[config.mk]
export PLATFORM = sky130hd
export DESIGN_NAME = upsample_line_engine
export DESIGN_NICKNAME = d
export VERILOG_FILES = /design/src/rtl/upsample_pkg.sv /design/src/rtl/upsample_interp.sv /design/src/rtl/upsample_line_engine.sv
export SDC_FILE = /design/constraint.sdc
export NUM_CORES = 1
export LEC_CHECK = 0
export ABC_AREA = 0
export CORE_UTILIZATION = 58
export CTS_BUF_LIST = sky130_fd_sc_hd__clkbuf_8
export DETAILED_ROUTE_END_ITERATION = 12
export DONT_BUFFER_PORTS = 1
export GPL_TIMING_DRIVEN = 0
export PLACE_DENSITY_LB_ADDON = 0.1
export SLEW_MARGIN = 25
export SYNTH_ARGS = -nofsm -noshare
export SYNTH_HDL_FRONTEND = slang
export SYNTH_HIERARCHICAL = 1
export SYNTH_SLANG_ARGS = --single-unit
[constraint.sdc]
create_clock -name clk -period 12.4 [get_ports clk]
set_clock_uncertainty 0.05 [all_clocks]
set_input_delay 3.1 -clock clk [delete_from_list [all_inputs] [get_ports clk]]
set_output_delay 3.1 -clock clk [all_outputs]
set_load 0.02 [all_outputs]
[src/rtl/upsample_pkg.sv]
// Shared constants and types for the 2x horizontal line upsampler.
// Latency/backpressure: n/a (types only).
package upsample_pkg;

  localparam int DEF_PIX_W    = 8;
  localparam int DEF_PPW      = 2;
  localparam int DEF_LINE_PIX = 512;

  typedef enum logic {
    MODE_LINEAR  = 1'b0,
    MODE_NEAREST = 1'b1
  } mode_e;

  typedef enum logic {
    H0 = 1'b0,
    H1 = 1'b1
  } half_e;

endpackage

[src/rtl/upsample_interp.sv]
// Midpoint between two neighbouring pixels, rounded half-up, or a replica of a in nearest mode.
// Latency: combinational; no flow control.
module upsample_interp
  import upsample_pkg::*;
#(
  parameter int PIX_W = DEF_PIX_W
) (
  input  logic [PIX_W-1:0] a,
  input  logic [PIX_W-1:0] b,
  input  mode_e            mode,
  output logic [PIX_W-1:0] y
);

  logic [PIX_W:0] sum;

  // (a+b+1)>>1 == ((a+b)>>1) + lsb(a+b); the carry bit keeps the midpoint from wrapping.
  always_comb begin
    sum = {1'b0, a} + {1'b0, b};
    y   = (mode == MODE_NEAREST) ? a
                                 : sum[PIX_W:1] + {{(PIX_W-1){1'b0}}, sum[0]};
  end

endmodule

[src/rtl/upsample_line_engine.sv]
// 2x horizontal upsampler: each input word yields two output words (linear or nearest).
// Latency: 1 cycle to first output; out_ready low stalls all state, in_ready drops when nxt fills.
module upsample_line_engine
  import upsample_pkg::*;
#(
  parameter int PIX_W    = DEF_PIX_W,
  parameter int PPW      = DEF_PPW,
  parameter int LINE_PIX = DEF_LINE_PIX
) (
  input  logic                 clk,
  input  logic                 rst,
  input  logic                 mode,
  input  logic [PPW*PIX_W-1:0] in_data,
  input  logic                 in_valid,
  output logic                 in_ready,
  output logic [PPW*PIX_W-1:0] out_data,
  output logic                 out_valid,
  input  logic                 out_ready,
  output logic                 out_last
);

  localparam int WORD_W = PPW * PIX_W;
  localparam int WPL    = LINE_PIX / PPW;
  localparam int HALF   = PPW / 2;
  localparam int CNT_W  = (WPL > 1) ? $clog2(WPL) : 1;
  localparam logic [CNT_W-1:0] LAST_TAG = CNT_W'(WPL - 1);

  // Each buffered word carries its end-of-line tag and the mode of the line it belongs to.
  typedef struct packed {
    logic [WORD_W-1:0] dat;
    logic              last;
    mode_e             mode;
  } slot_t;

  slot_t            cur, nxt, in_slot;
  logic             cur_vld, nxt_vld;
  logic [CNT_W-1:0] cnt;
  mode_e            line_mode;
  half_e            state, state_d;
  logic             in_acc, out_acc, h1_acc;

  assign in_ready = !nxt_vld;
  assign in_acc   = in_valid && in_ready;
  assign h1_acc   = out_acc && (state == H1);

  always_comb begin
    in_slot.dat  = in_data;
    in_slot.last = (cnt == LAST_TAG);
    in_slot.mode = (cnt == '0) ? mode_e'(mode) : line_mode;
  end

  always_ff @(posedge clk or posedge rst) begin
    if (rst) begin
      state <= H0;
    end else begin
      state <= state_d;
    end
  end

  always_comb begin
    state_d   = state;
    out_valid = 1'b0;
    out_last  = 1'b0;
    if (cur_vld) begin
      out_valid = (state == H0) || nxt_vld || cur.last;
      out_last  = (state == H1) && cur.last;
    end
    out_acc = out_valid && out_ready;
    if (out_acc) begin
      state_d = (state == H0) ? H1 : H0;
    end
  end

  always_ff @(posedge clk or posedge rst) begin
    if (rst) begin
      cur       <= '0;
      nxt       <= '0;
      cur_vld   <= 1'b0;
      nxt_vld   <= 1'b0;
      cnt       <= '0;
      line_mode <= MODE_LINEAR;
    end else begin
      if (in_acc) begin
        cnt <= (cnt == LAST_TAG) ? '0 : cnt + CNT_W'(1);
        if (cnt == '0) begin
          line_mode <= mode_e'(mode);
        end
      end
      if (h1_acc) begin
        // nxt can only be empty here if cur was a line end; an arriving word then refills cur.
        if (nxt_vld) begin
          cur     <= nxt;
          nxt_vld <= 1'b0;
        end else if (in_acc) begin
          cur <= in_slot;
        end else begin
          cur_vld <= 1'b0;
        end
      end else if (in_acc) begin
        if (!cur_vld) begin
          cur     <= in_slot;
          cur_vld <= 1'b1;
        end else begin
          nxt     <= in_slot;
          nxt_vld <= 1'b1;
        end
      end
    end
  end

  // pix[PPW] is the right-hand neighbour of the word: next word's first pixel or the edge replica.
  logic [PIX_W-1:0] pix [PPW+1];

  always_comb begin
    for (int j = 0; j < PPW; j++) begin
      pix[j] = cur.dat[j*PIX_W +: PIX_W];
    end
    pix[PPW] = cur.last ? cur.dat[(PPW-1)*PIX_W +: PIX_W] : nxt.dat[0 +: PIX_W];
  end

  for (genvar j = 0; j < HALF; j++) begin : g_interp
    logic [PIX_W-1:0] a, b, y;

    assign a = (state == H1) ? pix[HALF+j]   : pix[j];
    assign b = (state == H1) ? pix[HALF+j+1] : pix[j+1];

    upsample_interp #(.PIX_W(PIX_W)) u_interp (
      .a    (a),
      .b    (b),
      .mode (cur.mode),
      .y    (y)
    );

    assign out_data[(2*j)*PIX_W   +: PIX_W] = a;
    assign out_data[(2*j+1)*PIX_W +: PIX_W] = y;
  end

endmodule

# --- Word-level counts from Yosys, hierarchy flattened ---
# Cells that the tools add are included.
totals:
  input_bits: 21
  out_inout_bits: 19
  register_bits: 48
  elab_cells: 56
op_classes:
  mux: 21
  n_reduce_logical: 15
  bitwise: 2
  n_eq_ne: 4
  addsub: 3
ops:
  columns: ["op", "n"]
  rows:
  - ["18-bit 2-to-1 mux", 5]
  - ["8-bit 2-to-1 mux", 5]
  - ["1-bit 2-to-1 mux", 11]
  - ["8-bit by 8-bit adder with 9-bit output", 1]
  - ["3-bit AND reduction", 3]
  - ["8-bit by 1-bit adder with 8-bit output", 1]
  - ["8-bit by 1-bit adder with 8-bit output, second input constant", 1]
  - ["8-bit equality test, second input constant", 1]
  - ["8-bit zero test", 1]
  - ["2-bit nonzero test", 3]
  - ["1-bit logical AND", 4]
  - ["2-bit != test, second input constant", 2]
  - ["1-bit logical OR", 2]
  - ["2-bit by 1-bit != test with 1-bit output, second input constant", 1]
  - ["1-bit inverter", 2]
  - ["2-bit AND reduction", 1]
  - ["1-bit zero test", 1]

# --- Longest topological paths before layout ---
logic_depth:
  word_depth: 8
  depth_mapped: 11
  mapped_depth_nobuf: 10

# --- By module ---
# Netlist, hierarchy kept.
by_module_without_submodules:
  columns: ["module", "cells_per_inst", "area_each_um2", "seq_area_each_um2", "instances"]
  rows:
  - ["upsample_line_engine", 205, 2346.0, 1201.2, 1]
  - ["upsample_interp", 64, 526.8, 0.0, 1]

# --- Worst setup path before layout ---
# OpenSTA, ideal clock, no wires.
synth_timing:
  path_kind: "reg-to-output"
  from: "reg state"
  to: "out out_data[13]"
  t_arrival_ps: 3092
  required_time_ps: 9250
  path_slack_ps: 6158
  n_path_buf: 1
  path_stages_with_launch: 10
  path_cell_list: "dfrtp_1 -> buf_1 -> mux2_2 -> ha_1 -> a21o_1 -> a221oi_2 -> xor2_2 -> and4b_4 -> xnor2_1 -> o21ai_0"
synth_between:
  elab_chain_len: 4
  elab_cells_between_ends: 5
  classes_between: "add/sub: 2; mux: 3"
synth_rtl:
  columns: ["item", "line_no", "source"]
  rows:
  - ["start, declared", "upsample_line_engine.sv:39", "half_e state, state_d;"]
  - ["start signal, assigned", "upsample_line_engine.sv:56", "state <= state_d;"]
  - ["8-bit 2-to-1 mux", "upsample_line_engine.sv:124", "assign a = (state == H1) ? pix[HALF+j] : pix[j];"]
  - ["net out_data[3]", "upsample_line_engine.sv:16", "output logic [PPW*PIX_W-1:0] out_data,"]
  - ["8-bit by 8-bit adder with 9-bit output", "upsample_interp.sv:18", "sum = {1'b0, a} + {1'b0, b};"]
  - ["8-bit by 1-bit adder with 8-bit output", "upsample_interp.sv:20", ": sum[PIX_W:1] + {{(PIX_W-1){1'b0}}, sum[0]};"]
  - ["8-bit 2-to-1 mux", "upsample_interp.sv:19", "y = (mode == MODE_NEAREST) ? a"]
  - ["end, declared", "upsample_line_engine.sv:16", null]
# The timed path passes the listed nets, and every way through them passes these cells.

# --- Worst setup path after layout ---
# Ends and elaborated chain as after synthesis.

==> impl_metrics.yaml <==
run_status:
  status: "complete, no violations"
timing:
  period_minus_slack_ps: 6980
  worst_hold_slack_ps: 432
  max_freq_ghz: 0.143
  fin_crit_sh_pct: 56.3
  setup_viol: 0
  final_max_slew_viol_count: 0
  worstMarginPinSlew_ps: 659
  finalSetupTns_ps: 0
  max_slew_margin_pct: 55.6
  fin_ws_ps: 5420
  rsz0062_at_grt: "no"
  hold_violations: 0
setup_path:
  crit_buf_inv: 1
  cp_top_family: "compound AO/OA/AOI/OAI gates"
  critical_path_class: "flip-flop to output pin"
  crit_chain: "buf_1 > mux2_2 > ha_1 > fa_1 > nand3_1 > a21boi_0 > o31a_1 > xor2_1 > xnor2_1 > o21ai_0"
  end_kind: "output pin"
  critPathArrivalTime_ps: 3830
  crit_path_top_delay_cell: "o21ai_0"
  path_max_fanout: 10
  critPathLaunchType: "flip-flop"
  critPathRequiredTime_ps: 9250
  worst_path_largest_cell_delay_ps: 520
synthesis:
  synthArstFlopShare_pct: 100
  syn_avg_cell_area_um2: 10.7
  netlist.area_leader.share_pct: 41.8
  netlist_instances: 269
  synth-main-ff-cell: "dfrtp_1"
  synth_edf_count: 0
  synthesis.nets: 303
  synth.distinct_cells: 50
  seq_area_frac_synth_pct: 41.8
  synth_seq_cells: 48
  synth_largest_area_cell: "dfrtp_1"
  yosysWarnings: 6
  yosys-top-cells-area: "dfrtp_1 (42%), mux2_2 (14%), mux2i_1 (6.3%)"
  synth_area_um2: 2870
die:
  core_area_um2: 4750
  die-area_um2: 5240
  rows: 25
  dieWidth_um: 72.4
  top_level_ports: 40
  die_y_um: 72.4
  initial_core_util_pct: 60.4
clock_network:
  htree_levels: 2
  cts_tree: "yes"
  post_cts_buffers: 0
  postCtsHoldBufs: 0
  cts-resized-gates: 0
  clk_pin_slew_ps: 100
  cts_made_buffers: 5
  clock-sinks: 48
  clkLatencyLatePin_ps: 310
  cts-root-buf: "clkbuf_8"
  cts.path.max_buffers: 2
drt:
  drtPass1Iterations: 4
  wl_um: 5790
  drtAntennaViolNets: 0
  wl_per_cell_um: 16.8
  dr.first_iter.drc_count: 99
  vias_per_cell: 5.77
  num_vias: 1989
  drc: 0
grt:
  first_global_vias: 1894
  grt_max_degree: 28
  antenna_found_initial: 0
  grt-ovfl-total: 0
  track_usage_pct: 23.8
  grt_pass1_wl_um: 9430
layout:
  layout_commonest_cell: "dfrtp_1"
  fillers: 417
  final_nets: 311
  final_cell_mix: "dfrtp_1 (48), mux2_2 (35), nand2_1 (31)"
  diodes: 0
  fin_cells: 345
  area_delta_synth_final_pct: 7.23
  drive_above_1_share_pct: 22.3
place:
  hpwl_um: 4390
  pre_cts_ws_ps: 5790
  gp_congestion: 0.762
  dp_cells: 337
  port_buffers: 0
worst_hold_path:
  hold_class: "flip-flop to flip-flop"
run:
  maxCapViolCount: 0
path summary, 6_finish.rpt:
kind                       cells after the start  slack (ps)  startpoint      endpoint
min                                            2         430      cur[4]        cur[4]
max reg2reg                                    6       10400      cnt[0]        nxt[0]
min reg2reg                                    2         430      cur[4]        cur[4]
max                                           10        5420       state  out_data[13]
min in group asynchronous                      1        2700         rst       nxt[11]
max in group asynchronous                      2        9070         rst        cur[9]
Yosys cell counts, types with 2 or more instances:
cell      count
nand2_1      31
ha_1         12
a21oi_1       7
dfrtp_1      48
mux2i_1      18
nand4_1       4
clkbuf_1      6
xor2_1        6
o31a_1        2
nor2_1        7
mux2_2       35
nor3_1        2
nand2b_1      3
a221oi_2      2
o21ai_0      26
a21o_1        3
nand3_1       5
xnor2_1       9
inv_1         6
and3_1        5
buf_2         3
logic make-up (layout without fill, tap and decap cells):
group	Yosys count	after routing	synth area share, %
AO/OA/AOI/OAI	52	52	11.8
XOR/XNOR	16	16	5.14
adder cells (fa/ha/maj)	13	13	5.92
buffers and inverters	19	28	3.27
flip-flops	48	48	41.8
multiplexers	53	53	20.0
AND/OR/NAND/NOR	68	68	12.1
sequential cells by signal, summed over array words and instances, names as in the netlist:
| signal | flops |
|---|---|
| cnt | 8 |
| nxt_vld | 1 |
| nxt | 18 |
| cur | 18 |
| line_mode | 1 |
| state | 1 |
| cur_vld | 1 |
metrics by stage:
step / util (%) / cell area, um2
after floorplan: - / 2870
after global placement: 62.2 / 2960
after detailed placement: 62.8 / 2980
after CTS: 64.8 / 3080
after global routing: 64.8 / 3080
final: 64.8 / 3080
worst min-delay path, delay by kind of cell (launching register included):
family / cells / cell delay, ps
flip-flops: 1 / 350
AND/OR/NAND/NOR: 1 / 40
AO/OA/AOI/OAI: 1 / 60
final cells by class:
cell class	instances	area (um2)	share of cell area, %
multi-input cells	202	1580	51.2
repair buffers	1	27.5	0.894
flip-flops and latches	48	1200	39.0
well taps	67	83.8	2.72
inverters	6	22.5	0.731
plain buffers	13	71.3	2.32
clock buffers	6	82.6	2.68
clock inverters	2	13.8	0.447
routing by layer:
metal / GRT usage [%] / share of wire, %
met1: 31.2 / 45
met2: 39.1 / 49
met3: 5.83 / 4.6
met4: 6.97 / 1.1
met5: 0 / 0
Power is not shown: default switching activity piles up to over one toggle a cycle in this logic, so the estimate is an artifact.
